## config.mk

```make
export PLATFORM = sky130hd
export DESIGN_NAME = sseg_display_driver_flat
export DESIGN_NICKNAME = d
export VERILOG_FILES = /design/src/rtl/sseg_display_driver_if.sv /design/src/rtl/sseg_display_driver.sv /design/src/flat_wrapper.sv
export SDC_FILE = /design/constraint.sdc
export NUM_CORES = 1
export LEC_CHECK = 0
export CAP_MARGIN = 20
export CORE_MARGIN = 8
export CORE_UTILIZATION = 25
export DETAILED_ROUTE_END_ITERATION = 12
export HOLD_SLACK_MARGIN = 0.03
export SETUP_SLACK_MARGIN = 0.3
export SLEW_MARGIN = 20
export SYNTH_ARGS = -nofsm -noshare
export SYNTH_HDL_FRONTEND = slang
export SYNTH_SLANG_ARGS = --single-unit
```

## constraint.sdc

```tcl
create_clock -name clk -period 5.6 [get_ports clk]
set_input_delay 1.12 -clock clk [delete_from_list [all_inputs] [get_ports clk]]
set_output_delay 1.12 -clock clk [all_outputs]
set_load 0.02 [all_outputs]
```

## src/rtl/sseg_display_driver_if.sv

```systemverilog
// Bundles the value/mode inputs and the display outputs of sseg_display_driver.
// The source side (ALU / bench) uses master, the driver uses slave.
interface sseg_display_driver_if #(
    parameter int WIDTH    = 16,
    parameter int N_DIGITS = 8
) ();
    logic [WIDTH-1:0]    value;
    logic                dec;
    logic                busy;
    logic                done;
    logic [N_DIGITS-1:0] anodes;
    logic [6:0]          segments;

    modport master (
        output value,
        output dec,
        input  busy,
        input  done,
        input  anodes,
        input  segments
    );

    modport slave (
        input  value,
        input  dec,
        output busy,
        output done,
        output anodes,
        output segments
    );
endinterface

```

## src/rtl/sseg_display_driver.sv

```systemverilog
// Converts an unsigned value to hex or BCD digits (sequential double-dabble) and
// scans them onto a multiplexed common-anode 7-segment bank with leading-zero blanking.
module sseg_display_driver #(
    parameter int WIDTH       = 16,
    parameter int N_DIGITS    = 8,
    parameter int REFRESH_DIV = 1000
) (
    input  logic                  clk,
    input  logic                  reset,
    sseg_display_driver_if.slave  bus
);
    // Decimal digits of 2^WIDTH-1: floor(WIDTH*log10(2))+1, log10(2) ~ 1233/4096.
    localparam int BCD_DIGITS = (WIDTH * 1233) / 4096 + 1;
    localparam int DISP_W     = 4 * N_DIGITS;
    localparam int CNT_W      = (WIDTH > 1) ? $clog2(WIDTH) : 1;
    localparam int IDX_W      = (N_DIGITS > 1) ? $clog2(N_DIGITS) : 1;
    localparam int REF_W      = (REFRESH_DIV > 1) ? $clog2(REFRESH_DIV) : 1;

    generate
        if ((N_DIGITS < BCD_DIGITS) || (DISP_W < WIDTH)) begin : g_bad_digits
            $error("sseg_display_driver: N_DIGITS too small for WIDTH");
        end
        if (REFRESH_DIV < 2) begin : g_bad_refresh
            $error("sseg_display_driver: REFRESH_DIV must be >= 2");
        end
    endgenerate

    typedef enum logic [1:0] {
        ST_IDLE   = 2'd0,
        ST_CONV   = 2'd1,
        ST_COMMIT = 2'd2
    } state_t;

    function automatic logic [6:0] glyph(input logic [3:0] d);
        logic [6:0] g;
        case (d)
            4'h0:    g = 7'b1000000;
            4'h1:    g = 7'b1111001;
            4'h2:    g = 7'b0100100;
            4'h3:    g = 7'b0110000;
            4'h4:    g = 7'b0011001;
            4'h5:    g = 7'b0010010;
            4'h6:    g = 7'b0000010;
            4'h7:    g = 7'b1111000;
            4'h8:    g = 7'b0000000;
            4'h9:    g = 7'b0010000;
            4'hA:    g = 7'b0001000;
            4'hB:    g = 7'b0000011;
            4'hC:    g = 7'b1000110;
            4'hD:    g = 7'b0100001;
            4'hE:    g = 7'b0000110;
            4'hF:    g = 7'b0001110;
            default: g = 7'b1111111;
        endcase
        return g;
    endfunction

    function automatic logic [DISP_W-1:0] dabble_adjust(input logic [DISP_W-1:0] b);
        logic [DISP_W-1:0] r;
        r = b;
        for (int i = 0; i < N_DIGITS; i++) begin
            if (r[4*i +: 4] >= 4'd5) begin
                r[4*i +: 4] = r[4*i +: 4] + 4'd3;
            end else begin
                r[4*i +: 4] = r[4*i +: 4];
            end
        end
        return r;
    endfunction

    state_t              state_r,     state_s;
    logic [WIDTH-1:0]    cap_value_r, cap_value_s;
    logic                cap_dec_r,   cap_dec_s;
    logic [WIDTH-1:0]    shift_r,     shift_s;
    logic [DISP_W-1:0]   bcd_r,       bcd_s;
    logic [CNT_W-1:0]    bit_cnt_r,   bit_cnt_s;
    logic [DISP_W-1:0]   disp_r,      disp_s;
    logic                busy_r,      busy_s;
    logic                done_r,      done_s;
    logic [DISP_W-1:0]   adj_s;

    logic [REF_W-1:0]    refresh_r;
    logic [IDX_W-1:0]    idx_r;
    logic [N_DIGITS-1:0] anodes_r;
    logic [6:0]          segments_r;
    logic [DISP_W-1:0]   upper_s;
    logic [3:0]          digit_s;
    logic                blank_s;

    // Add-3 correction of every BCD digit ahead of the next shift.
    always_comb begin
        adj_s = dabble_adjust(bcd_r);
    end

    // Conversion FSM: next state and next datapath values.
    always_comb begin
        state_s     = state_r;
        cap_value_s = cap_value_r;
        cap_dec_s   = cap_dec_r;
        shift_s     = shift_r;
        bcd_s       = bcd_r;
        bit_cnt_s   = bit_cnt_r;
        disp_s      = disp_r;
        busy_s      = busy_r;
        done_s      = 1'b0;
        case (state_r)
            ST_IDLE: begin
                if ({bus.value, bus.dec} != {cap_value_r, cap_dec_r}) begin
                    cap_value_s = bus.value;
                    cap_dec_s   = bus.dec;
                    shift_s     = bus.value;
                    bcd_s       = {DISP_W{1'b0}};
                    bit_cnt_s   = {CNT_W{1'b0}};
                    busy_s      = 1'b1;
                    state_s     = ST_CONV;
                end else begin
                    state_s     = ST_IDLE;
                end
            end
            ST_CONV: begin
                if (!cap_dec_r) begin
                    bcd_s   = DISP_W'(cap_value_r);
                    state_s = ST_COMMIT;
                end else begin
                    {bcd_s, shift_s} = {adj_s, shift_r} << 1;
                    if (bit_cnt_r == CNT_W'(WIDTH - 1)) begin
                        state_s = ST_COMMIT;
                    end else begin
                        bit_cnt_s = bit_cnt_r + CNT_W'(1);
                        state_s   = ST_CONV;
                    end
                end
            end
            ST_COMMIT: begin
                // Only complete results ever reach the display register.
                disp_s  = bcd_r;
                done_s  = 1'b1;
                busy_s  = 1'b0;
                state_s = ST_IDLE;
            end
            default: begin
                busy_s  = 1'b0;
                state_s = ST_IDLE;
            end
        endcase
    end

    // Conversion FSM state and datapath registers.
    always_ff @(posedge clk) begin
        if (reset) begin
            state_r     <= ST_IDLE;
            cap_value_r <= {WIDTH{1'b0}};
            cap_dec_r   <= 1'b0;
            shift_r     <= {WIDTH{1'b0}};
            bcd_r       <= {DISP_W{1'b0}};
            bit_cnt_r   <= {CNT_W{1'b0}};
            disp_r      <= {DISP_W{1'b0}};
            busy_r      <= 1'b0;
            done_r      <= 1'b0;
        end else begin
            state_r     <= state_s;
            cap_value_r <= cap_value_s;
            cap_dec_r   <= cap_dec_s;
            shift_r     <= shift_s;
            bcd_r       <= bcd_s;
            bit_cnt_r   <= bit_cnt_s;
            disp_r      <= disp_s;
            busy_r      <= busy_s;
            done_r      <= done_s;
        end
    end

    // Digit under the scan pointer; blank when it and everything above it is zero.
    always_comb begin
        upper_s = disp_r >> {idx_r, 2'b00};
        digit_s = upper_s[3:0];
        blank_s = (idx_r != {IDX_W{1'b0}}) && (upper_s == {DISP_W{1'b0}});
    end

    // Refresh divider, scan pointer and registered pin drive.
    always_ff @(posedge clk) begin
        if (reset) begin
            refresh_r  <= {REF_W{1'b0}};
            idx_r      <= {IDX_W{1'b0}};
            anodes_r   <= ~N_DIGITS'(1);
            segments_r <= 7'b1000000;
        end else begin
            if (refresh_r == REF_W'(REFRESH_DIV - 1)) begin
                refresh_r <= {REF_W{1'b0}};
                idx_r     <= (idx_r == IDX_W'(N_DIGITS - 1)) ? {IDX_W{1'b0}} : idx_r + IDX_W'(1);
            end else begin
                refresh_r <= refresh_r + REF_W'(1);
                idx_r     <= idx_r;
            end
            anodes_r   <= ~(N_DIGITS'(1) << idx_r);
            segments_r <= blank_s ? 7'h7F : glyph(digit_s);
        end
    end

    assign bus.busy     = busy_r;
    assign bus.done     = done_r;
    assign bus.anodes   = anodes_r;
    assign bus.segments = segments_r;

endmodule
```

## src/flat_wrapper.sv

```systemverilog
// flat-port wrapper written by rule: the top's interface ports become plain ports
module sseg_display_driver_flat 
#(
    parameter int WIDTH       = 16,
    parameter int N_DIGITS    = 8,
    parameter int REFRESH_DIV = 1000
)
  (clk, reset, bus_value, bus_dec, bus_busy, bus_done, bus_anodes, bus_segments);
  sseg_display_driver_if #(.WIDTH(WIDTH), .N_DIGITS(N_DIGITS)) bus_i ();
  input  logic clk;
  input  logic reset;
  input wire logic [$bits(bus_i.value)-1:0] bus_value;
  input wire logic [$bits(bus_i.dec)-1:0] bus_dec;
  output wire logic [$bits(bus_i.busy)-1:0] bus_busy;
  output wire logic [$bits(bus_i.done)-1:0] bus_done;
  output wire logic [$bits(bus_i.anodes)-1:0] bus_anodes;
  output wire logic [$bits(bus_i.segments)-1:0] bus_segments;
  assign bus_i.value = bus_value;
  assign bus_i.dec = bus_dec;
  assign bus_busy = bus_i.busy;
  assign bus_done = bus_i.done;
  assign bus_anodes = bus_i.anodes;
  assign bus_segments = bus_i.segments;
  sseg_display_driver #(.WIDTH(WIDTH), .N_DIGITS(N_DIGITS), .REFRESH_DIV(REFRESH_DIV)) u_core (.clk(clk), .reset(reset), .bus(bus_i));
endmodule
```

==> out/metrics.cfg <==
[status]
status = completed

[drt]
drtIter0Drc = 352
firstDrtPassIters = 4
drc_errors = 0
routed_wl_um = 15300
vias_per_cell = 4.73
ant_nets = 0
vias = 5315
wl_per_cell_um = 13.6

[final_layout]
syn_to_final_growth_pct = 18.4
fin_nets = 818
fin_util = 0.298
drive_gt1_frac = 0.0882
n_antenna_cell = 0

[pwr]
fin_total_pwr_uw = 2410
switching_share = 0.258
seqPwrFrac = 0.423
combPwrFrac = 0.091
clock_power_share = 0.485
power.switching_uw = 622
p_int_uw = 1790
ir_drop_mv = 0.151
power.density_nw_per_um2 = 305
p_leak_uw = 0.00279

[placed_design]
hpwlAfterDp_um = 10500
portBuffers = 35
gp_congestion = 0.794

[yosys]
yosysUniqueCellTypes = 62
netlist_area_um2 = 6680
synth_seq_cells = 133
synth_common_cells = dfxtp_1, nand2_1, a21oi_1
async_reset_ff_frac = 0
synth.most_common_cell = dfxtp_1
synth_area_leaders = dfxtp_1, nand2_1, a21oi_1
syn_inst = 755
syn_nets = 804
synth_edf_count = 0
yosys_warnings = 0
syn_area_per_cell_um2 = 8.84
synthFlopType = dfxtp_1
yosysTopAreaCellShare = 0.399
netlist.top_cell.by_area = dfxtp_1
synth_seq_area_share = 0.399

[clocking]
cts_root_buffer = clkbuf_16
clk_pin_slew_worst_paths_ps = 60
cts_buffer_depth = 2
insertion_delay_ps = 420
ctsResizeCount = 0
htreeDepth = 4
cts_setup_buffers = 0
holdBufCountCts = 0
cts_tree = built
cts.sinks = 133
cts_buffers = 17

[floorplan]
core_um2 = 26600
die_y_um = 179
rows = 60
start_util = 0.251
die_x_um = 179
die-area_um2 = 32200
io_pins = 36

[sta]
skew_ps = 9.91
final.min_clock_period_ps = 3360
setup_tns_ps = 0
rsz0062_at_grt = false
setup_viol = 0
hold_slack_ps = 464
worst_pin_slew_ps = 1070
finalMaxSlewViolations = 0
max_freq_mhz = 298
slew_headroom = 0.284
finalCritPeriodShare = 0.599
hold_viol_final = 0

[grt]
gr-total-overflow = 0
grt_start_max_net_pins = 64
track_usage = 0.0968
antenna_found_initial = 0
grt_pass1_vias = 5071
grt_first_pass_wirelength_um = 26200

[job]
maxCapViolCount = 0

[worst_setup_path]
critPathBufInv = 1
cp_slowest_cell = a211o_1
startpoint_type = input port
cp_top_family = compound AO/OA/AOI/OAI gates
crit_chain = clkdlybuf4s50_1 > xnor2_1 > nand4_1 > nor4_4 > a211o_1 > mux2i_1 > nor2_1
worst-path-max-fanout = 23
worstSetupPathType = in2reg
end_kind = flip-flop
arrival_ps = 3650
cpPeakStageDelay_ps = 910
cp_data_required_time_ps = 5890

[min_path]
hp-class = reg2reg

-- power by group through the flow --
stage | combinational, uW | sequential (uW) | clock (uW)
floorplan | 169 | 1030 | 0
global placement | 220 | 1040 | 0
detailed placement | 222 | 1040 | 0
CTS | 224 | 1020 | 1200
global route | 248 | 1020 | 1240
finish | 220 | 1020 | 1170
-- placed cells by master, fill, tap and decap left out, types with 3 or more instances in the layout --
cell	Yosys	final
a21oi_1	76	76
nor2_2	3	3
nor3_1	11	11
nand3_1	9	9
and3_1	5	5
xor2_1	12	12
nor4_1	5	5
xnor2_1	25	25
ha_1	30	30
o32ai_1	15	15
dfxtp_1	133	133
nor3b_1	8	8
inv_1	22	22
clkbuf_16	0	17
bufinv_16	0	3
nor2_1	74	74
buf_4	3	6
a32o_1	4	4
inv_6	0	6
nand2_1	117	116
o2bb2ai_1	4	4
a21o_1	4	4
a311oi_1	15	15
clkdlybuf4s50_1	0	34
clkinvlp_4	0	3
a211oi_1	3	3
mux2i_1	30	30
mux4_1	3	3
mux4_2	8	8
nand2b_1	16	16
o21ai_0	22	22
a22o_1	12	12
nand4_1	5	5
-- path summary, 6_finish.rpt --
check,startpoint,endpoint,slack (ps),cells past startpoint
setup / recovery,bus_value[0],u_core.cap_value_r[0],2240,7
setup reg to reg,u_core.idx_r[1],u_core.bus.segments[5],2360,7
hold / removal,u_core.refresh_r[0],u_core.refresh_r[0],460,1
hold reg to reg,u_core.refresh_r[0],u_core.refresh_r[0],460,1
-- area by class of cell --
type,count,area [um2]
Multi-Input combinational cell,552,3720
Sequential cell,133,2660
Clock inverter,15,194
Clock buffer,17,425
Tap cell,341,427
Timing Repair Buffer,40,385
Fill cell,2834,18700
Inverter,25,93.8
-- metrics by stage --
step | setup WS (ps) | instances | area, um2
4_1_cts | 2240 | 1123 | 7910
5_1_grt | 2040 | 1123 | 7910
6_report | 2240 | 1123 | 7910
2_1_floorplan | 3030 | 755 | 6680
3_3_place_gp | 1830 | 1091 | 7290
3_5_place_dp | 1800 | 1091 | 7290
-- per-layer routing --
metal  global-route usage  up-vias  wire, um
met5                    0        -         0
met3               0.0274        9       601
li1                     -     2694         -
met4               0.0267        0       101
met1                0.133     2524      7910
met2                0.146       88      6700
-- state kept, by name, summed over array words and instances, names as in the netlist --
| signal | count |
|---|---|
| u_core.cap_value_r | 16 |
| u_core.bus.anodes | 8 |
| u_core.cap_dec_r | 1 |
| u_core.refresh_r | 10 |
| u_core.bus.done | 1 |
| u_core.idx_r | 3 |
| u_core.shift_r | 16 |
| u_core.state_r | 2 |
| u_core.bit_cnt_r | 4 |
| u_core.disp_r | 32 |
| u_core.bus.busy | 1 |
| u_core.bcd_r | 32 |
| u_core.bus.segments | 7 |
-- kinds of logic (layout without fill, tap and decap cells) --
logic type,count (synthesis),after routing,share of synthesized area
AO/OA/AOI/OAI,172,172,0.172
XOR/XNOR,37,37,0.0485
adder cells (fa/ha/maj),30,30,0.0562
buffers and inverters,70,97,0.0465
flip-flops,133,133,0.399
multiplexers,46,46,0.0959
AND/OR/NAND/NOR,267,267,0.182
(Power assumes the default switching activity.)
